**config.mk**
```make
export PLATFORM = sky130hd
export DESIGN_NAME = mod_add_sequencer
export DESIGN_NICKNAME = d
export VERILOG_FILES = /design/src/rtl/mod_add_pkg.sv /design/src/rtl/mod_add_ref_check.sv /design/src/rtl/mod_add_sequencer.sv
export SDC_FILE = /design/constraint.sdc
export NUM_CORES = 1
export LEC_CHECK = 0
export ABC_AREA = 0
export CAP_MARGIN = 10
export CORE_ASPECT_RATIO = 0.7
export CORE_MARGIN = 4
export CORE_UTILIZATION = 39
export DETAILED_ROUTE_END_ITERATION = 8
export MAX_ROUTING_LAYER = met4
export PLACE_DENSITY = 0.75
export SYNTH_ARGS = -nofsm -noshare
export SYNTH_HDL_FRONTEND = slang
export SYNTH_SLANG_ARGS = --single-unit
```
**constraint.sdc**
```tcl
create_clock -name clk -period 1.8 [get_ports clk]
set_clock_uncertainty 0.2 [all_clocks]
set_input_delay 0.27 -clock clk [delete_from_list [all_inputs] [get_ports clk]]
set_output_delay 0.27 -clock clk [all_outputs]
set_load 0.005 [all_outputs]
```
**src/rtl/mod_add_pkg.sv**
```systemverilog
// Shared definitions for the modulo-(2^W - k) adder sequencer slice.
//   state_t      : sequencer FSM states (IDLE / SETTLE / HOLD)
//   MOD_ADD_W    : default operand/sum width, matches the adder vector width
//   SETTLE_CNT_W : width of the settle-window down-counter
package mod_add_pkg;

  localparam int unsigned MOD_ADD_W    = 7;
  localparam int unsigned SETTLE_CNT_W = 4;

  typedef enum logic [1:0] {
    ST_IDLE   = 2'd0,
    ST_SETTLE = 2'd1,
    ST_HOLD   = 2'd2
  } state_t;

endpackage

```
**src/rtl/mod_add_ref_check.sv**
```systemverilog
// Combinational reference model of the modulo-(2^W - k) adder.
// Compiled only when MOD_ADD_SEQ_SELFCHECK_EN is defined.
// Ports:
//   a, b, k  : operands and modulo controller (W bits)
//   sum      : sum presented by the real adder chain (W bits)
//   check_en : both operands lie inside the modulus (a < M, b < M)
//   mismatch : check_en and sum differs from the reference
`ifdef MOD_ADD_SEQ_SELFCHECK_EN
module mod_add_ref_check
  import mod_add_pkg::*;
#(
  parameter int unsigned W = MOD_ADD_W
) (
  input  logic [W-1:0] a,
  input  logic [W-1:0] b,
  input  logic [W-1:0] k,
  input  logic [W-1:0] sum,
  output logic         check_en,
  output logic         mismatch
);

  logic [W:0]   m;
  logic [W:0]   s;
  logic [W-1:0] ref_sum;

  always_comb begin
    // M = 2^W - k; k = 0 gives the full 2^W modulus, hence the W+1 bits.
    m        = {1'b1, {W{1'b0}}} - {1'b0, k};
    s        = {1'b0, a} + {1'b0, b};
    ref_sum  = (s >= m) ? W'(s - m) : W'(s);
    check_en = ({1'b0, a} < m) && ({1'b0, b} < m);
    mismatch = check_en && (sum != ref_sum);
  end

endmodule
`endif

```
**src/rtl/mod_add_sequencer.sv**
```systemverilog
// Issue/capture stage for the combinational modulo-(2^W - k) adder chain.
// Accepts (a, b, k) over in_valid/in_ready, holds them on add_a/b/k for
// SETTLE_CYCLES clocks, captures add_sum and returns it over
// out_valid/out_ready. A retire and a new accept may share one edge.
// Ports:
//   clk, rst              : clock, synchronous active-high reset
//   in_valid/in_ready     : operand handshake (in_ready = out_ready in HOLD)
//   in_a, in_b, in_k      : operands
//   add_a, add_b, add_k   : registered operands driven to the adder
//   add_sum               : sum from the adder
//   out_valid/out_ready   : result handshake
//   out_sum               : captured sum
//   busy                  : high in SETTLE or HOLD
//   txn_count             : completed result handshakes (wraps)
//   mismatch              : sticky self-check flag (MOD_ADD_SEQ_SELFCHECK_EN only)
// Optional feature macro: MOD_ADD_SEQ_SELFCHECK_EN.
module mod_add_sequencer
  import mod_add_pkg::*;
#(
  parameter int unsigned W             = MOD_ADD_W,
  parameter int unsigned SETTLE_CYCLES = 2
) (
  input  logic         clk,
  input  logic         rst,
  input  logic         in_valid,
  output logic         in_ready,
  input  logic [W-1:0] in_a,
  input  logic [W-1:0] in_b,
  input  logic [W-1:0] in_k,
  output logic [W-1:0] add_a,
  output logic [W-1:0] add_b,
  output logic [W-1:0] add_k,
  input  logic [W-1:0] add_sum,
  output logic         out_valid,
  input  logic         out_ready,
  output logic [W-1:0] out_sum,
  output logic         busy,
`ifdef MOD_ADD_SEQ_SELFCHECK_EN
  output logic         mismatch,
`endif
  output logic [15:0]  txn_count
);

  localparam logic [SETTLE_CNT_W-1:0] CNT_LOAD = SETTLE_CNT_W'(SETTLE_CYCLES - 1);

  state_t                  state_q, state_d;
  logic [SETTLE_CNT_W-1:0] cnt_q, cnt_d;
  logic [W-1:0]            add_a_q, add_a_d;
  logic [W-1:0]            add_b_q, add_b_d;
  logic [W-1:0]            add_k_q, add_k_d;
  logic [W-1:0]            out_sum_q, out_sum_d;
  logic                    out_valid_q, out_valid_d;
  logic [15:0]             txn_count_q, txn_count_d;
  logic                    capture;

  always_comb begin
    state_d     = state_q;
    cnt_d       = cnt_q;
    add_a_d     = add_a_q;
    add_b_d     = add_b_q;
    add_k_d     = add_k_q;
    out_sum_d   = out_sum_q;
    out_valid_d = out_valid_q;
    txn_count_d = txn_count_q;
    in_ready    = 1'b0;
    capture     = 1'b0;

    unique case (state_q)
      ST_IDLE: in_ready = 1'b1;
      ST_SETTLE: begin
        if (cnt_q == '0) begin
          capture     = 1'b1;
          out_sum_d   = add_sum;
          out_valid_d = 1'b1;
          state_d     = ST_HOLD;
        end else begin
          cnt_d = cnt_q - SETTLE_CNT_W'(1);
        end
      end
      ST_HOLD: begin
        in_ready = out_ready;
        if (out_ready) begin
          out_valid_d = 1'b0;
          txn_count_d = txn_count_q + 16'd1;
          state_d     = ST_IDLE;
        end
      end
      default: state_d = ST_IDLE;
    endcase

    // Accept path shared by IDLE and HOLD: in HOLD it overrides the
    // IDLE transition above, giving back-to-back issue with no bubble.
    if (in_valid && in_ready) begin
      add_a_d = in_a;
      add_b_d = in_b;
      add_k_d = in_k;
      cnt_d   = CNT_LOAD;
      state_d = ST_SETTLE;
    end
  end

  always_ff @(posedge clk) begin
    if (rst) begin
      state_q     <= ST_IDLE;
      cnt_q       <= '0;
      add_a_q     <= '0;
      add_b_q     <= '0;
      add_k_q     <= '0;
      out_sum_q   <= '0;
      out_valid_q <= 1'b0;
      txn_count_q <= '0;
    end else begin
      state_q     <= state_d;
      cnt_q       <= cnt_d;
      add_a_q     <= add_a_d;
      add_b_q     <= add_b_d;
      add_k_q     <= add_k_d;
      out_sum_q   <= out_sum_d;
      out_valid_q <= out_valid_d;
      txn_count_q <= txn_count_d;
    end
  end

  assign add_a     = add_a_q;
  assign add_b     = add_b_q;
  assign add_k     = add_k_q;
  assign out_sum   = out_sum_q;
  assign out_valid = out_valid_q;
  assign txn_count = txn_count_q;
  assign busy      = (state_q != ST_IDLE);

`ifdef MOD_ADD_SEQ_SELFCHECK_EN
  logic mismatch_q, mismatch_d;
  logic ref_check_en;
  logic ref_mismatch;

  mod_add_ref_check #(.W(W)) u_ref_check (
    .a        (add_a_q),
    .b        (add_b_q),
    .k        (add_k_q),
    .sum      (add_sum),
    .check_en (ref_check_en),
    .mismatch (ref_mismatch)
  );

  always_comb begin
    mismatch_d = mismatch_q;
    if (capture && ref_check_en && ref_mismatch) mismatch_d = 1'b1;
  end

  always_ff @(posedge clk) begin
    if (rst) mismatch_q <= 1'b0;
    else     mismatch_q <= mismatch_d;
  end

  assign mismatch = mismatch_q;
`else
  logic unused_capture;
  assign unused_capture = capture;
`endif

endmodule

```
* Word-level counts from Yosys, hierarchy flattened
Cells that the tools add are included.
** Storage, ports and cells
- Input bits :: 32
- Bits in registers :: 51
- Output and inout port bits :: 47
** Cells by class
- Bitwise logic cells :: 2
- Eq/ne operators :: 8
- Multiplexer cells :: 11
- Add/subtract/negate cells :: 2
- Reductions and logical operators :: 14
** Operator list (count)
- $add A16 B1 Y16 const B :: 1
- $reduce_and A3 Y1 :: 3
- $reduce_and A2 Y1 :: 4
- $mux W1 :: 6
- $ne A2 B2 Y1 const B :: 3
- $ne A3 B3 Y1 const B :: 2
- $pmux W2 S3 :: 1
- $reduce_bool A2 Y1 :: 3
- $logic_not A4 Y1 :: 1
- $mux W2 :: 2
- $pmux W1 S2 :: 2
- $sub A4 B1 Y4 const B :: 1
- $eq A2 B1 Y1 const B :: 1
- $eq A2 B2 Y1 const B :: 1
- $logic_not A2 Y1 :: 1
- $ne A2 B1 Y1 const B :: 1
- $not A1 Y1 :: 2
- $reduce_or A2 Y1 :: 1
- $logic_and A1 B1 Y1 :: 1

* Logic depth before layout (Yosys ltp)
Gate-level depths: netlist of the first run.
- Depth in word-level cells :: 5
- Mapped depth :: 7
- Mapped depth without buffers :: 6

* Worst setup path after synthesis of the first run
OpenSTA, ideal clock, no wires.
- Path kind :: register to register
- Start :: register txn_count_q[4], in the netlist txn_count[4]
- End :: register txn_count_q[14], in the netlist txn_count[14]
- Arrival time :: 1738 ps
- Setup time :: 70 ps
- Data required time :: 1530 ps
- Path slack :: -208 ps
- Stages on the path, launching flop included :: 5
- Cell sequence :: dfxtp_1 -> nand4_4 -> or4_4 -> or4_1 -> a21oi_1
** Between the ends
- Word-level cells in the longest chain between the ends :: 1
** Ends and longest elaborated chain
- start: declaration :: line mod_add_sequencer.sv:53 : logic [15:0] txn_count_q, txn_count_d;
- start signal: assignment :: line mod_add_sequencer.sv:120 : txn_count_q <= txn_count_d;
- $add A16 B1 Y16 :: line mod_add_sequencer.sv:84 : txn_count_d = txn_count_q + 16'd1;
No other way between the ends.
A chain may end at the register's enable or synchronous reset.

* Final worst setup path of the first run
- Start :: register txn_count_q[8], in the netlist txn_count[8]
- End :: register txn_count_q[14], in the netlist txn_count[14]
The elaborated chain is that of the path after synthesis.

==> impl_metrics.tcl, run 1 <==
set metrics [dict create \
    status "finished, violations left" \
    failed_checks "setup timing" \
    yosys_most_used_dff "dfxtp_1" \
    floorplan.die_area_mm2 0.00652 \
    grt_start_max_net_pins 23 \
    first_global_vias 1902 \
    ys_async_sr_fraction_pct 0 \
    synth_largest_area_cell "dfxtp_1" \
    setup_viols_final 1 \
    synth_edf_count 0 \
    synth-compound-area-share_pct 9.85 \
    clock_insertion_delay_worst_skew_ns 0.29 \
    drive_gt1_share_pct 18.2 \
    final_design_area_no_fill_mm2 0.00327 \
    total_number_of_vias 2056 \
    place.detailed.instances 412 \
    cts_tree "done" \
    layout.cells.non_filler 421 \
    max_cap_violations 0 \
    worst_ep_arrival_time_ns 1.84 \
    total_routing_resource_utilization_after_global_routing_pct 17.6 \
    route.met2.wl_mm 2.49 \
    n_fill_cell 441 \
    ioPinCount 79 \
    antennaDiodeCount 0 \
    drt-pass1-iter-count 4 \
    avgRoutedWirePerCell_um 13.1 \
    core_area_mm2 0.00494 \
    crit_path_end_kind "register" \
    design.final.nets 386 \
    synth-adder-area-share_pct 1.82 \
    post_synth.cell_area_avg_um2 8.27 \
    cell_area_synth_mm2 0.00206 \
    pre_cts_slack_ns -0.213 \
    synth_cells 249 \
    synth.lib_cells_used.distinct 33 \
    antenna_found_initial 0 \
    power.density_mw_per_mm2 684 \
    drt-met1-wl_mm 2.57 \
    route.antenna.remaining_nets 0 \
    grt.overflow.total 0 \
    yosys-top-cells-count "nand2_1, dfxtp_1, a21oi_1" \
    fmax_mhz 552 \
    ys_seq_elements 51 \
    violation_count_after_the_first_detailed_routing_iteration 127 \
    place.port_buffers 78 \
    max_slew.worst_pin.slew_ns 0.377 \
    timing.final.crit_period_ns 1.81 \
    cts_num_sinks 51 \
    min_path_type "in -> reg" \
    irDropWorstVdd_mv 0.404 \
    drc 0 \
    rows 21 \
    rsz_0062_raised_after_global_routing "yes" \
    floorplan.die.height_um 68.8 \
    highest-signal-layer "met4" \
    vias_per_cell 4.88 \
    drt-total-wl_mm 5.53 \
    setup.worst_path.start_class "register" \
    final.hold.worst_slack_ns 0.166 \
    syn-num-nets 284 \
    globalplace.congestion 0.920 \
    timing.max_slew.rel_slack_pct 74.9 \
    synth_sequential_area_ratio_pct 49.6 \
    grt_first_pass_wirelength_mm 8.77 \
    post_synth_main_area_contributors "dfxtp_1, nand2_1, a21oi_1, xnor2_1, nor2_1" \
    floorplan.die.width_um 94.8 \
    ys.warnings.count 0 \
    dpl.hpwl_mm 4.19 \
    ctsHoldBuffers 0 \
    muxShareOfSynthArea_pct 1.03 \
    number_of_buffers_on_the_longest_clock_path 2 \
    crit_path_max_fanout 3 \
    synth.most_common_cell "nand2_1" \
    synth_simple_gate_area_share_pct 28.4 \
    combinational_family_with_the_most_area_after_synthesis "simple AND/OR/NAND/NOR gates" \
    clkTransAtPathRegs_ns 0.09 \
    synth_xor_xnor_area_share_pct 5.96 \
    drv_slew 0 \
    setup_cp_type "reg -> reg" \
    yosys.area.top_type_share_pct 49.6 \
    routed_length_on_met3_um 413 \
    htreeDepth 2 \
    cts_root_buffer "clkbuf_8" \
    min_period_over_period_pct 101 \
    cp.required_ns 1.83 \
    floorplan.initialDensity_pct 41.7 \
    leakagePower_nw 1.28 \
    min_setup_slack_post_route_ns -0.0110 \
    placedInstanceArea_mm2 0.00313 \
    post_synthesis_to_final_layout_area_growth_pct 59.1 \
    cts-buffers-inserted 5 \
    final-hold-violation-count 0 \
]
-- what timing repair did --
action,CTS,global route
resized for setup,6,12
pin swaps,1,1
endpoints found under the setup margin,3,18
buffers inserted,1,0
-- worst paths after layout --
kind,from,to,slack [ns],depth (start not counted)
worst min register to register,out_sum[2],out_sum[2],0.26,2
worst min-delay path,rst,txn_count[10],0.17,2
worst max register to register,txn_count[8],txn_count[14],-0.01,4
worst max-delay path,txn_count[8],txn_count[14],-0.01,4
-- metal layers --
layer,up-vias,GRT usage (%)
met5,-,-
met4,0,4.32
met3,7,4.77
met2,70,26.3
met1,940,23.8
li1,1039,-
-- metrics by stage --
step           power (mW)  utilization (%)  setup TNS, ns
4_1_cts              2.24             65.1        -0.0106
2_1_floorplan        1.38                -              0
3_3_place_gp         1.62             63.3          -3.18
6_report             2.24             66.3        -0.0110
3_5_place_dp         1.63             63.3          -4.65
5_1_grt              2.36             66.3         -0.173
-- kinds of logic (layout without fill, tap and decap cells) --
logic type,after synthesis,after routing
fa+ha+maj,3,3
mux,2,2
simple gates,123,123
buf+inv,18,121
flops,51,51
xor+xnor,14,14
compound gates,38,38
-- registers in the layout, indices dropped and copies added (netlist names) --
signal	cells
state_q	2
out_sum	7
out_valid	1
cnt_q	4
add_a	7
txn_count	16
add_b	7
add_k	7
-- layout by cell type, fill, tap and decap left out, drive strengths merged, types with 2 or more instances in the layout --
master / n
buf: 31
and3: 3
xnor2: 10
nor4: 4
dlygate4sd2: 3
inv: 5
nand4: 4
ha: 3
nor2b: 3
or4: 2
nor2: 22
nand2: 58
nand3: 15
dfxtp: 51
a21oi: 33
clkdlybuf4s50: 73
nor3: 5
or3: 2
clkbuf: 7
xor2: 4
-- report_power, final --
part	internal, mW	total [mW]	switching (mW)
Clock	0.274	0.624	0.351
Combinational	0.233	0.413	0.180
Sequential	1.17	1.20	0.0295
Total	1.68	2.24	0.560
-- worst max-delay path: stages (launching register included) --
cell and delay (ns):
dfxtp_2 0.34, nand2_2 0.05, or4_4 0.54, or4_4 0.49, a21oi_2 0.13
-- layout make-up --
| type | count | area, um^2 | share of cell area (%) |
|---|---|---|---|
| tap | 69 | 86.3 | 2.64 |
| clock buffer | 7 | 76.3 | 2.33 |
| inverter | 5 | 18.8 | 0.573 |
| timing repair buffer | 108 | 1020 | 31.0 |
| multi-input combinational | 180 | 1020 | 31.3 |
| clock inverter | 1 | 5.00 | 0.153 |
| sequential | 51 | 1050 | 32.0 |
No activity file was read; power rests on OpenSTA's default activity.
==> run 2: changes to the inputs <==
SLEW_MARGIN = 5   (was default)
==> results of run 2 <==
Final layout, timing and power as in run 1 (identical DEF).
==> run 3: changes to the inputs <==
ABC_CLOCK_PERIOD_IN_PS = 1800   (was default)
CORE_UTILIZATION = 41   (was 39)
CTS_BUF_LIST = sky130_fd_sc_hd__clkbuf_2   (was default)
PLACE_DENSITY = 0.79   (was 0.75)
==> impl_metrics.tcl, run 3 (same netlist as run 1, synthesis figures left out) <==
set metrics [dict create \
    min_path_type "in -> reg" \
    drive_gt1_share_pct 33.1 \
    grt.met1_usage_pct 23.6 \
    cts-buffers-inserted 5 \
    min_period_over_period_pct 104 \
    number_of_buffers_on_the_longest_clock_path 2 \
    grt_first_pass_wirelength_mm 9.26 \
    design.final.nets 397 \
    timing.max_slew.rel_slack_pct 70.0 \
    final_common_cell "nand2_1" \
    setup.worst_path.start_class "register" \
    place.port_buffers 78 \
    aggregate_negative_setup_slack_ns -0.0794 \
    drt-total-wl_mm 6.27 \
    reg2reg_to "txn_count[14]" \
    rr_startpoint "txn_count[4]" \
    crit_path_max_fanout 3 \
    timing.critical_path.cells "buf_6 > nand4_4 > or4_4 > or4_4 > a21oi_2" \
    drv_slew 0 \
    clock_insertion_delay_worst_skew_ns 0.43 \
    worst_ep_arrival_time_ns 2.08 \
    irDropWorstVdd_mv 0.503 \
    grt_start_max_net_pins 24 \
    worst_path_max_delay_cell "or4_4" \
    worst_path_largest_cell_delay_ns 0.50 \
    n_fill_cell 371 \
    globalRouteMet3Util_pct 5.90 \
    vias_per_cell 4.89 \
    ioPinCount 79 \
    top_delay_family_on_crit_path "simple AND/OR/NAND/NOR gates" \
    rows 21 \
    dpl.hpwl_mm 4.17 \
    floorplan.die_area_mm2 0.00624 \
    crit_buf_inv 1 \
    fmax_mhz 532 \
    total_number_of_vias 2112 \
    core_area_mm2 0.00481 \
    setup_viols_final 1 \
    total_routing_resource_utilization_after_global_routing_pct 19.3 \
    max_cap_violations 0 \
    route.antenna.remaining_nets 0 \
    leakagePower_nw 1.84 \
    timing.final.crit_period_ns 1.88 \
    htreeDepth 2 \
    final-hold-violation-count 0 \
    reg2reg_slack_ns -0.08 \
    max_slew.worst_pin.slew_ns 0.450 \
    worst_hold_startpoint "rst" \
    min_setup_slack_post_route_ns -0.0794 \
    floorplan.die.height_um 67.3 \
    setup_cp_type "reg -> reg" \
    antennaDiodeCount 0 \
    cts_tree "done" \
    post_synthesis_to_final_layout_area_growth_pct 68.0 \
    grt.overflow.total 0 \
    drt-pass1-iter-count 4 \
    final_core_util_pct 71.9 \
    cp.required_ns 2.00 \
    failed_checks "setup timing" \
    critPathMostFrequentCell "or4_4" \
    hold_depth 2 \
    antenna_found_initial 0 \
    first_global_vias 1997 \
    floorplan.initialDensity_pct 42.8 \
    largest_reg_flops 16 \
    rsz_0062_raised_after_global_routing "yes" \
    global_route.peak_usage_layer "met2" \
    commonest_cells_after_routing_fill_and_taps_aside "nand2_1, dfxtp_2, buf_4" \
    ctsHoldBuffers 0 \
    avgRoutedWirePerCell_um 14.5 \
    status "finished, violations left" \
    crit_path_end_kind "register" \
    floorplan.die.width_um 92.7 \
    cts_num_sinks 51 \
    endpoint_of_the_worst_hold_timing_path "txn_count[10]" \
    violation_count_after_the_first_detailed_routing_iteration 137 \
    grtUsageMet2_pct 31.3 \
    clkTransAtPathRegs_ns 0.27 \
    cts_root_buffer "clkbuf_2" \
    power.density_mw_per_mm2 679 \
    globalplace.congestion 0.848 \
    reg2regPathDepth 5 \
    drc 0 \
]
==> run 3: cell count changes in the layout (fill, tap and decap cells not counted), sizes merged <==
cell           before  now
clkdlybuf4s15       0    1
bufinv              0    2
clkdlybuf4s50      73   30
clkinv              1    0
buf                31   42
dlygate4sd2         3   22
dlymetal6s2s        1   22
nand4b              1    2
==> run 3: per-stage QoR <==
stage | hold slack (ns) | cell area, um^2 | cells | worst slack, ns | power (mW)
after global placement | 0.241 | 3110 | 411 | -0.189 | 1.61
final | 0.0314 | 3460 | 432 | -0.0794 | 2.35
after global routing | 0.0402 | 3460 | 432 | -0.118 | 2.46
after floorplan | 0.206 | 2080 | 249 | 0.00521 | 1.38
after detailed placement | 0.248 | 3110 | 411 | -0.238 | 1.62
after CTS | 0.0265 | 3300 | 429 | -0.0763 | 2.35
==> run 3: per-layer routing <==
layer	wire length, um	up-vias
li1	-	1062
met1	2780	976
met2	2990	67
met3	413	7
met4	77	0
met5	0	-
==> run 3: repair_timing <==
item / CTS / global route
gates cloned: 0 / 1
pin swaps: 1 / 3
buffers inserted: 10 / 2
endpoints found under the setup margin: 39 / 49
resized for setup: 62 / 54
==> run 3: where the power goes <==
group / total (mW) / switching, mW / internal, mW
Combinational: 0.401 / 0.183 / 0.218
Clock: 0.738 / 0.359 / 0.380
Sequential: 1.21 / 0.0298 / 1.18
Total: 2.35 / 0.571 / 1.78
==> run 3: worst max path at each step <==
stage	start	endpoint	depth (start not counted)
final	txn_count[4]	txn_count[14]	5
after global routing	txn_count[4]	txn_count[14]	5
after CTS	txn_count[4]	txn_count[14]	5
after detailed placement	out_ready	add_k[0]	7
after global placement	out_ready	txn_count[14]	4
after floorplan	txn_count[8]	txn_count[14]	4
==> run 3: worst register-to-register path: cells and delay by family (launching register included) <==
family	cells	cell delay, ns
simple gates	3	1.03
buf+inv	1	0.09
compound gates	1	0.12
flops	1	0.41
==> run 3: layout make-up <==
cell class	count	area, um^2	share of cell area [%]
Multi-Input combinational cell	181	1050	30.3
Inverter	5	18.8	0.543
Sequential cell	51	1100	31.8
Clock inverter	2	60.1	1.74
Clock buffer	6	30.0	0.868
Timing Repair Buffer	118	1110	32.2
Tap cell	69	86.3	2.50
